==> config.mk <==
export PLATFORM = sky130hd
export DESIGN_NAME = load_store_unit_flat
export DESIGN_NICKNAME = d
export VERILOG_FILES = /design/src/rtl/riscv_pkg.sv /design/src/rtl/load_store_unit_if.sv /design/src/rtl/lsu_align.sv /design/src/rtl/load_store_unit.sv /design/src/flat_wrapper.sv
export SDC_FILE = /design/constraint.sdc
export NUM_CORES = 1
export LEC_CHECK = 0
export ABC_AREA = 1
export BUFFER_PORTS_ARGS = -buffer_cell sky130_fd_sc_hd__buf_2
export CORE_MARGIN = 5
export CORE_UTILIZATION = 45
export CTS_BUF_LIST = sky130_fd_sc_hd__clkbuf_8
export DETAILED_ROUTE_END_ITERATION = 8
export GPL_ROUTABILITY_DRIVEN = 1
export GPL_TIMING_DRIVEN = 0
export PLACE_DENSITY = 0.8
export SETUP_SLACK_MARGIN = 0.2
export SLEW_MARGIN = 20
export SYNTH_ARGS = -nofsm -noshare
export SYNTH_HDL_FRONTEND = slang
export SYNTH_SLANG_ARGS = --single-unit
==> constraint.sdc <==
create_clock -name clk -period 2.7 [get_ports clk]
set_clock_uncertainty 0.1 [all_clocks]
set_input_delay 0.27 -clock clk [delete_from_list [all_inputs] [get_ports clk]]
set_output_delay 0.27 -clock clk [all_outputs]
set_load 0.01 [all_outputs]
==> src/rtl/riscv_pkg.sv <==
// RV32I shared definitions: funct3 width codes, LSU state and
// access legality helpers used by decode, ALU control and the LSU.
package riscv_pkg;

  localparam int DATA_W = 32;

  localparam logic [2:0] F3_B  = 3'b000;
  localparam logic [2:0] F3_H  = 3'b001;
  localparam logic [2:0] F3_W  = 3'b010;
  localparam logic [2:0] F3_BU = 3'b100;
  localparam logic [2:0] F3_HU = 3'b101;

  typedef enum logic [1:0] {
    IDLE,
    REQ,
    FIN
  } lsu_state_t;

  // Unsigned widths only exist for loads.
  function automatic logic f3_legal(
    input logic       st,
    input logic [2:0] f3
  );
    logic ok;
    ok = 1'b0;
    unique case (f3)
      F3_B, F3_H, F3_W: ok = 1'b1;
      F3_BU, F3_HU:     ok = !st;
      default:          ok = 1'b0;
    endcase
    return ok;
  endfunction

  function automatic logic f3_misaligned(
    input logic [2:0] f3,
    input logic [1:0] off
  );
    logic bad;
    bad = 1'b0;
    unique case (f3[1:0])
      2'b01:   bad = off[0];
      2'b10:   bad = |off;
      default: bad = 1'b0;
    endcase
    return bad;
  endfunction

endpackage

==> src/rtl/load_store_unit_if.sv <==
// Word-wide data-memory port with a req/ack handshake.
// The LSU is the master; the memory model or fabric is the slave.
interface load_store_unit_if;
  import riscv_pkg::*;

  logic              req;
  logic              we;
  logic [DATA_W-1:0] addr;
  logic [DATA_W-1:0] wdata;
  logic [3:0]        wstrb;
  logic [DATA_W-1:0] rdata;
  logic              ack;

  modport master (
    output req,
    output we,
    output addr,
    output wdata,
    output wstrb,
    input  rdata,
    input  ack
  );

  modport slave (
    input  req,
    input  we,
    input  addr,
    input  wdata,
    input  wstrb,
    output rdata,
    output ack
  );

endinterface

==> src/rtl/lsu_align.sv <==
// Combinational byte-lane steering for stores and lane
// extraction with sign/zero extension for loads.
module lsu_align
  import riscv_pkg::*;
(
  input  logic [2:0]        funct3,
  input  logic [1:0]        offset,
  input  logic [DATA_W-1:0] store_data,
  input  logic [DATA_W-1:0] load_word,
  output logic [DATA_W-1:0] store_lanes,
  output logic [3:0]        store_strb,
  output logic [DATA_W-1:0] load_value
);

  logic [15:0] lh;
  logic [7:0]  lb;

  assign lh = offset[1] ? load_word[31:16] : load_word[15:0];
  assign lb = offset[0] ? lh[15:8] : lh[7:0];

  always_comb begin
    store_lanes = store_data;
    store_strb  = 4'b1111;
    unique case (1'b1)
      funct3[1:0] == 2'b00: begin
        store_lanes = {4{store_data[7:0]}};
        store_strb  = 4'b0001 << offset;
      end
      funct3[1:0] == 2'b01: begin
        store_lanes = {2{store_data[15:0]}};
        store_strb  = 4'b0011 << offset;
      end
      default: ;
    endcase
  end

  always_comb begin
    load_value = '0;
    unique case (funct3)
      F3_B:    load_value = {{24{lb[7]}}, lb};
      F3_H:    load_value = {{16{lh[15]}}, lh};
      F3_W:    load_value = load_word;
      F3_BU:   load_value = {24'b0, lb};
      F3_HU:   load_value = {16'b0, lh};
      default: load_value = '0;
    endcase
  end

endmodule

==> src/rtl/load_store_unit.sv <==
// RV32I memory stage: one load/store at a time over a req/ack
// word port, with misalign, illegal-funct3 and ack-timeout faults.
module load_store_unit
  import riscv_pkg::*;
#(
  parameter int XLEN    = 32,
  parameter int TIMEOUT = 16
) (
  input  logic            clk,
  input  logic            rst,
  input  logic            start,
  input  logic            is_store,
  input  logic [2:0]      funct3,
  input  logic [XLEN-1:0] addr,
  input  logic [XLEN-1:0] store_data,
  output logic            busy,
  output logic            done,
  output logic [XLEN-1:0] load_result,
  output logic            misaligned,
  output logic            illegal,
  output logic            bus_error,
  load_store_unit_if.master mem
);

  localparam int CW = $clog2(TIMEOUT + 1);
  localparam logic [CW-1:0] LAST = CW'(TIMEOUT - 1);

  lsu_state_t state, state_next;

  logic [CW-1:0]   cnt;
  logic [2:0]      f3_q;
  logic [1:0]      off_q;
  logic            store_q;
  logic            req_we;
  logic [XLEN-1:0] req_addr;
  logic [XLEN-1:0] req_wdata;
  logic [3:0]      req_wstrb;

  logic            ill_c;
  logic            mis_c;
  logic            accept;
  logic            fault;
  logic            ack_hit;
  logic            timeout;

  logic [2:0]      al_f3;
  logic [1:0]      al_off;
  logic [XLEN-1:0] st_lanes;
  logic [3:0]      st_strb;
  logic [XLEN-1:0] ld_value;

  assign ill_c = !f3_legal(is_store, funct3);
  assign mis_c = !ill_c && f3_misaligned(funct3, addr[1:0]);

  // IDLE steers the incoming store; REQ extracts with the held code.
  assign al_f3  = (state == IDLE) ? funct3 : f3_q;
  assign al_off = (state == IDLE) ? addr[1:0] : off_q;

  lsu_align u_align (
    .funct3      (al_f3),
    .offset      (al_off),
    .store_data  (store_data),
    .load_word   (mem.rdata),
    .store_lanes (st_lanes),
    .store_strb  (st_strb),
    .load_value  (ld_value)
  );

  always_comb begin
    state_next = state;
    accept     = 1'b0;
    fault      = 1'b0;
    ack_hit    = 1'b0;
    timeout    = 1'b0;
    unique case (state)
      IDLE: begin
        if (start) begin
          if (ill_c || mis_c) begin
            fault      = 1'b1;
            state_next = FIN;
          end else begin
            accept     = 1'b1;
            state_next = REQ;
          end
        end
      end
      REQ: begin
        if (mem.ack) begin
          ack_hit    = 1'b1;
          state_next = FIN;
        end else if (cnt == LAST) begin
          timeout    = 1'b1;
          state_next = FIN;
        end
      end
      FIN:     state_next = IDLE;
      default: state_next = IDLE;
    endcase
  end

  always_ff @(posedge clk) begin
    if (rst) begin
      state     <= IDLE;
      cnt       <= '0;
      f3_q      <= '0;
      off_q     <= '0;
      store_q   <= 1'b0;
      req_we    <= 1'b0;
      req_addr  <= '0;
      req_wdata <= '0;
      req_wstrb <= '0;
    end else begin
      state <= state_next;
      if (accept) begin
        cnt       <= '0;
        f3_q      <= funct3;
        off_q     <= addr[1:0];
        store_q   <= is_store;
        req_we    <= is_store;
        req_addr  <= {addr[XLEN-1:2], 2'b00};
        req_wdata <= is_store ? st_lanes : '0;
        req_wstrb <= is_store ? st_strb : '0;
      end else if (state == REQ) begin
        if (cnt != '1) begin
          cnt <= cnt + 1'b1;
        end
        if (state_next != REQ) begin
          req_we    <= 1'b0;
          req_addr  <= '0;
          req_wdata <= '0;
          req_wstrb <= '0;
        end
      end
    end
  end

  // Flags live only for the FIN cycle; load_result persists.
  always_ff @(posedge clk) begin
    if (rst) begin
      load_result <= '0;
      illegal     <= 1'b0;
      misaligned  <= 1'b0;
      bus_error   <= 1'b0;
    end else if (fault) begin
      illegal     <= ill_c;
      misaligned  <= mis_c;
      bus_error   <= 1'b0;
      load_result <= '0;
    end else if (timeout) begin
      bus_error   <= 1'b1;
      load_result <= '0;
    end else if (ack_hit) begin
      if (!store_q) begin
        load_result <= ld_value;
      end
    end else if (state == FIN) begin
      illegal    <= 1'b0;
      misaligned <= 1'b0;
      bus_error  <= 1'b0;
    end
  end

  assign busy      = (state != IDLE);
  assign done      = (state == FIN);
  assign mem.req   = (state == REQ);
  assign mem.we    = req_we;
  assign mem.addr  = req_addr;
  assign mem.wdata = req_wdata;
  assign mem.wstrb = req_wstrb;

endmodule

==> src/flat_wrapper.sv <==
// flat-port wrapper written by rule: the top's interface ports become plain ports
module load_store_unit_flat import riscv_pkg::*;
#(
  parameter int XLEN    = 32,
  parameter int TIMEOUT = 16
)
  (clk, rst, start, is_store, funct3, addr, store_data, busy, done, load_result, misaligned, illegal, bus_error, mem_req, mem_we, mem_addr, mem_wdata, mem_wstrb, mem_rdata, mem_ack);
  load_store_unit_if mem_i ();
  input  logic clk;
  input  logic rst;
  input  logic start;
  input  logic is_store;
  input  logic [2:0] funct3;
  input  logic [XLEN-1:0] addr;
  input  logic [XLEN-1:0] store_data;
  output logic busy;
  output logic done;
  output logic [XLEN-1:0] load_result;
  output logic misaligned;
  output logic illegal;
  output logic bus_error;
  output wire logic [$bits(mem_i.req)-1:0] mem_req;
  output wire logic [$bits(mem_i.we)-1:0] mem_we;
  output wire logic [$bits(mem_i.addr)-1:0] mem_addr;
  output wire logic [$bits(mem_i.wdata)-1:0] mem_wdata;
  output wire logic [$bits(mem_i.wstrb)-1:0] mem_wstrb;
  input wire logic [$bits(mem_i.rdata)-1:0] mem_rdata;
  input wire logic [$bits(mem_i.ack)-1:0] mem_ack;
  assign mem_req = mem_i.req;
  assign mem_we = mem_i.we;
  assign mem_addr = mem_i.addr;
  assign mem_wdata = mem_i.wdata;
  assign mem_wstrb = mem_i.wstrb;
  assign mem_i.rdata = mem_rdata;
  assign mem_i.ack = mem_ack;
  load_store_unit #(.XLEN(XLEN), .TIMEOUT(TIMEOUT)) u_core (.clk(clk), .rst(rst), .start(start), .is_store(is_store), .funct3(funct3), .addr(addr), .store_data(store_data), .busy(busy), .done(done), .load_result(load_result), .misaligned(misaligned), .illegal(illegal), .bus_error(bus_error), .mem(mem_i));
endmodule
## After elaboration in Yosys (flattened, before gate mapping)

Index checks and enable logic that the tools add are counted.

| word-level totals | value |
|---|---|
| bits in writable memories | 0 |
| word-level logic and storage cells | 105 |
| bits in latches | 0 |
| output and inout port bits | 107 |
| memories kept | 0 |
| memory bits (read-only) | 0 |
| register bits after elaboration | 115 |

| cells by class | value |
|---|---|
| $mul | 0 |
| mux-type cells | 45 |
| bitwise gates (word level) | 1 |
| equal/unequal tests | 19 |
| order comparisons | 0 |
| shifts and indexed selects | 2 |
| add/subtract/negate cells | 1 |
| reduce and logical (&&, ||, !) cells | 24 |
| div/mod/pow operators | 0 |

Operator list:

| cell | count |
|---|---|
| 2-to-1 mux 32 bit | 7 |
| one-hot mux 32 bit (5 select lines) | 1 |
| one-hot mux 32 bit (2 select lines) | 1 |
| 2-to-1 mux 1 bit | 20 |
| 2-to-1 mux 16 bit | 1 |
| 2-to-1 mux 4 bit | 4 |
| equality test 3 bit (second input constant) | 4 |
| 2-to-1 mux 2 bit | 5 |
| nonzero test 2 bit | 5 |
| 2-to-1 mux 8 bit | 1 |
| one-hot mux 4 bit (2 select lines) | 1 |
| AND reduction 2 bit | 4 |
| OR reduction 2 bit | 4 |
| equality test 2 x 1 -> 1 bit (second input constant) | 3 |
| equality test 3 x 1 -> 1 bit (second input constant) | 2 |
| equality test 3 x 2 -> 1 bit (second input constant) | 2 |
| logical NOT 3 bit | 2 |
| != test 2 x 1 -> 1 bit (second input constant) | 3 |
| OR reduction 3 bit | 2 |
| adder 5 x 1 -> 5 bit (second input constant) | 1 |
| equality test 5 x 4 -> 1 bit (second input constant) | 1 |
| != test 5 bit (second input constant) | 1 |
| equality test 2 bit (second input constant) | 2 |
| logical NOT 2 bit | 2 |
| other kinds (11) | 13 |

## Depth between registers and ports, before layout

| logic depth | value |
|---|---|
| word-level depth | 12 |
| gate-level depth with buffers | 13 |
| gate-level depth less buffers | 11 |

## Hierarchy

Synthesis repeated with hierarchy kept, for this count alone.

| second synthesis, totals | value |
|---|---|
| cell total of the unflattened synthesis | 868 |
| area, all modules | 5864.4 um^2 |

By module, submodules not included:

| module | sequential area each (um^2) | times used | cells an instance | area an instance (um^2) |
|---|---|---|---|---|
| load_store_unit | 2302.2 | 1 | 560 | 4494.3 |
| lsu_align | 0.0 | 1 | 308 | 1370.1 |

## Worst setup path after synthesis

OpenSTA, ideal clock, no wires.

| path | value |
|---|---|
| path type | input -> register |
| start point | input funct3[0] |
| end point | register u_core.load_result[10] |
| required time | 2.534 ns |
| cell stages on the path | 11 |
| arrival | 1.665 ns |
| slack | 0.869 ns |
| cells stage by stage | inv_1 > ha_1 > o21a_1 > nand2_1 > nand2_1 > nand2_1 > nand2_1 > or2_1 > clkbuf_1 > buf_2 > a21oi_2 |

| between the ends | value |
|---|---|
| longest elaborated chain between the ends | 9 |
| elaborated cells on any way between the ends | 25 |
| classes of those cells | 10 x eq/ne; 7 x mux; 8 x reduce/logical |

RTL lines:

| item | RTL line | text |
|---|---|---|
| from (decl) | flat_wrapper.sv:13 | `input logic [2:0] funct3;` |
| equality test 3 x 1 -> 1 bit, or another cell as far along | riscv_pkg.sv:26 | `unique case (f3)` |
| OR reduction 3 bit / OR reduction 2 bit (equally long branches) | riscv_pkg.sv:26 |  |
| one-hot mux 1 bit (2 select lines) | riscv_pkg.sv:26 |  |
| logical NOT 1 bit / logical AND 1 bit (equally long branches) | load_store_unit.sv:52, load_store_unit.sv:53 |  |
| logical OR 1 bit | load_store_unit.sv:78 | `if (ill_c \|\| mis_c) begin` |
| 2-to-1 mux 1 bit | load_store_unit.sv:78 |  |
| 2-to-1 mux 1 bit | load_store_unit.sv:77 | `if (start) begin` |
| 2-to-1 mux 1 bit | load_store_unit.sv:75 | `unique case (state)` |
| OR reduction 3 bit (no source line) | -- |  |
| to (signal assigned) | load_store_unit.sv:154 | `load_result <= ld_value;` |
| to (decl) | load_store_unit.sv:18 | `output logic [XLEN-1:0] load_result,` |

Several ways; a longest one is shown, not always the timed one.
A chain may end at the register's enable or synchronous reset.

## Final worst setup path

| path | value |
|---|---|
| start point | register u_core.cnt[1] |
| end point | register u_core.load_result[15] |

| between the ends | value |
|---|---|
| longest elaborated chain between the ends | 5 |

RTL lines:

| item | RTL line | text |
|---|---|---|
| from (decl) | load_store_unit.sv:30 | `logic [CW-1:0] cnt;` |
| from (signal assigned) | load_store_unit.sv:125 | `cnt <= cnt + 1'b1;` |
| equality test 5 x 4 -> 1 bit | load_store_unit.sv:91 | `end else if (cnt == LAST) begin` |
| 2-to-1 mux 1 bit | load_store_unit.sv:91 |  |
| 2-to-1 mux 1 bit | load_store_unit.sv:88 | `if (mem.ack) begin` |
| 2-to-1 mux 1 bit | load_store_unit.sv:75 |  |
| OR reduction 3 bit (no source line) | -- |  |

No other way between the ends.

==> impl_metrics.tcl <==
set metrics [dict create \
    cts_buffer_depth 2 \
    ir_drop_uv 411.9 \
    status "finished clean" \
    clock_sinks 115 \
    grt_usage_pct 25.68 \
    seq_area_frac_synth_pct 41.05 \
    yosysWarnings 0 \
    synth_top_family_by_area "simple AND/OR/NAND/NOR gates" \
    drive_above_1_share_pct 28.14 \
    yosys.area_share.simple_pct 34.27 \
    drt_iter0_drc 364 \
    synthTopCellsByCount "281 x nand2_1, 115 x dfxtp_1, 89 x nor2_1, 76 x a21oi_1, 63 x inv_1" \
    drv_cap 0 \
    fin_setup_tns_ns 0 \
    wire_per_inst_um 14.57 \
    routed_wirelength_mm 18.82 \
    ys_ff_latch 115 \
    fp-row-count 40 \
    antenna_found_initial 0 \
    synthArstFlopShare_pct 0 \
    startpoint "u_core.cnt[1]" \
    drt-vias-per-instance 4.918 \
    grt_pass1_wl_mm 30.26 \
    tritoncts "done" \
    static-leakage-power_uw 0.003880 \
    ys_types 39 \
    fmax_ghz 0.4305 \
    cp-start-kind "flop" \
    drc 0 \
    synth_compound_area_share_pct 14.26 \
    min_period_over_period_pct 86.04 \
    synth_fa_ha_area_share_pct 1.339 \
    dp_hpwl_mm 13.56 \
    avgSynthCellArea_um2 6.724 \
    hold_viol_final 0 \
    cts_buffers 17 \
    syn_inst 834 \
    fin_hold_ws_ns 0.03477 \
    die_x_um 121.6 \
    rsz0062_at_grt "false" \
    synth_mux_area_share_pct 0 \
    antenna_cells 0 \
    gp_congestion 0.9050 \
    yosysMostFrequentCell "nand2_1" \
    worst_pin_slew_ns 0.5452 \
    yosys.area.top_type_share_pct 41.05 \
    fin_nets 1221 \
    syn_area_um2 5608 \
    clk_latency_ns 0.46 \
    hold_path_class "in2reg" \
    initial_core_util_pct 46.30 \
    area_growth_pct 39.16 \
    grt_pass1_vias 6166 \
    fin_cells 1291 \
    max_slew_margin_pct 63.27 \
    min-delay-start "addr[1]" \
    fp.dieArea_um2 14800 \
    placed_cell_area_um2 6858 \
    min_period_ns 2.323 \
    portBuffers 207 \
    synth-edff-count 0 \
    setup-violations-final 0 \
    fin_area_um2 7804 \
    clockRootBuffer "clkbuf_8" \
    htree_levels 4 \
    cp_max_fo 10 \
    fillers 1128 \
    coreArea_um2 12110 \
    synth_ff_type "dfxtp_1" \
    yosys-top-cells-area "dfxtp_1 41%, nand2_1 19%, a21oi_1 6.8%" \
    postRouteAntennaNets 0 \
    ios 211 \
    placed_cells 1210 \
    arrival_ns 2.55 \
    cp-end-kind "flop" \
    drt-pass1-iter-count 5 \
    die_h_um 121.6 \
    grt_max_degree 17 \
    crit-reg2reg-launch "u_core.cnt[1]" \
    synth_largest_area_cell "dfxtp_1" \
    maxSlewViolCount 0 \
    critPathKind "reg2reg" \
    yosys.area_share.xor_xnor_pct 0.1562 \
    power.density_nw_per_um2 582.9 \
    postCtsResizedCells 0 \
    worstPathRequired_ns 2.93 \
    cts.clk_slew.worst_paths_ns 0.07 \
    grt_overflow 0 \
    num_vias 6349 \
]
## per-stage QoR
stage	total power (uW)	setup slack, ns	utilization, %
2_1_floorplan	2381	0.8689	-
3_3_place_gp	2670	0.3779	56.62
3_5_place_dp	2679	0.3161	56.62
4_1_cts	4563	0.3790	64.43
5_1_grt	4766	0.2537	64.43
6_report	4549	0.3770	64.43
## final cells by class
type | count | area, um2 | area share [%]
Sequential cell | 115 | 2302 | 29.50
Tap cell | 168 | 210.2 | 2.694
Clock buffer | 17 | 234.0 | 2.998
Buffer | 45 | 237.7 | 3.046
Multi-Input combinational cell | 606 | 2813 | 36.04
Inverter | 69 | 259.0 | 3.319
Timing Repair Buffer | 257 | 1536 | 19.69
Clock inverter | 14 | 211.5 | 2.710
## cells by family (layout without fill, tap and decap cells)
family,after synthesis,after routing
AO/OA/AOI/OAI,139,139
XOR/XNOR,1,1
other,1,2
buffers and inverters,114,402
flip-flops,115,115
AND/OR/NAND/NOR,458,458
adder cells (fa/ha/maj),6,6
## placed cells by master (no fill, tap or decap), drive strengths merged, types with 5 or more instances in the layout
cell,count
nand2,288
buf,234
dfxtp,115
nor2,96
a21oi,92
inv,71
nand3,55
dlygate4sd3,50
clkbuf,35
o21ai,30
or2,13
o211ai,8
ha,6
clkinv,6
o22ai,5
bufinv,5
## report_power, final
| part | internal (uW) | total, uW | switching, uW |
|---|---|---|---|
| Combinational | 349 | 928 | 579 |
| Clock | 1090 | 1830 | 740 |
| Sequential | 1760 | 1790 | 33.6 |
| Total | 3200 | 4550 | 1350 |
## worst max-delay path, stage by stage (launching register included)
cell      delay (ns)
dfxtp_1         0.37
ha_1            0.16
inv_1           0.05
nor2_1          0.16
ha_1            0.18
inv_1           0.05
nor3_1          0.25
or2_1           0.16
clkbuf_1        0.28
buf_2           0.36
a21oi_2         0.06
## state kept, by name, summed over array words and instances, names as in the netlist, 2 cells and up
name / count
u_core.f3_q: 3
u_core.mem.wdata: 32
u_core.cnt: 5
u_core.state: 2
u_core.off_q: 2
u_core.load_result: 32
u_core.mem.wstrb: 4
u_core.mem.addr: 30
## routing by layer
layer	global-route usage, %	vias to the layer above	wire length, um
li1	-	3194	-
met1	31.14	2838	7880
met2	41.45	256	8615
met3	8.449	61	1646
met4	11.55	0	673
met5	0	-	0
## worst paths after layout
path,endpoint,slack [ns],cells past startpoint
hold / removal,u_core.off_q[1],0.03,3
setup / recovery,u_core.load_result[15],0.38,10
hold reg to reg,u_core.load_result[0],0.36,2
setup reg to reg,u_core.load_result[15],0.38,10
## repair_timing
| item | 4_1_cts | 5_1_grt |
|---|---|---|
| setup buffers | 0 | 0 |
| hold endpoints to repair | 50 | 0 |
| hold buffers | 50 | 0 |
No activity file was read; power rests on OpenSTA's default activity.
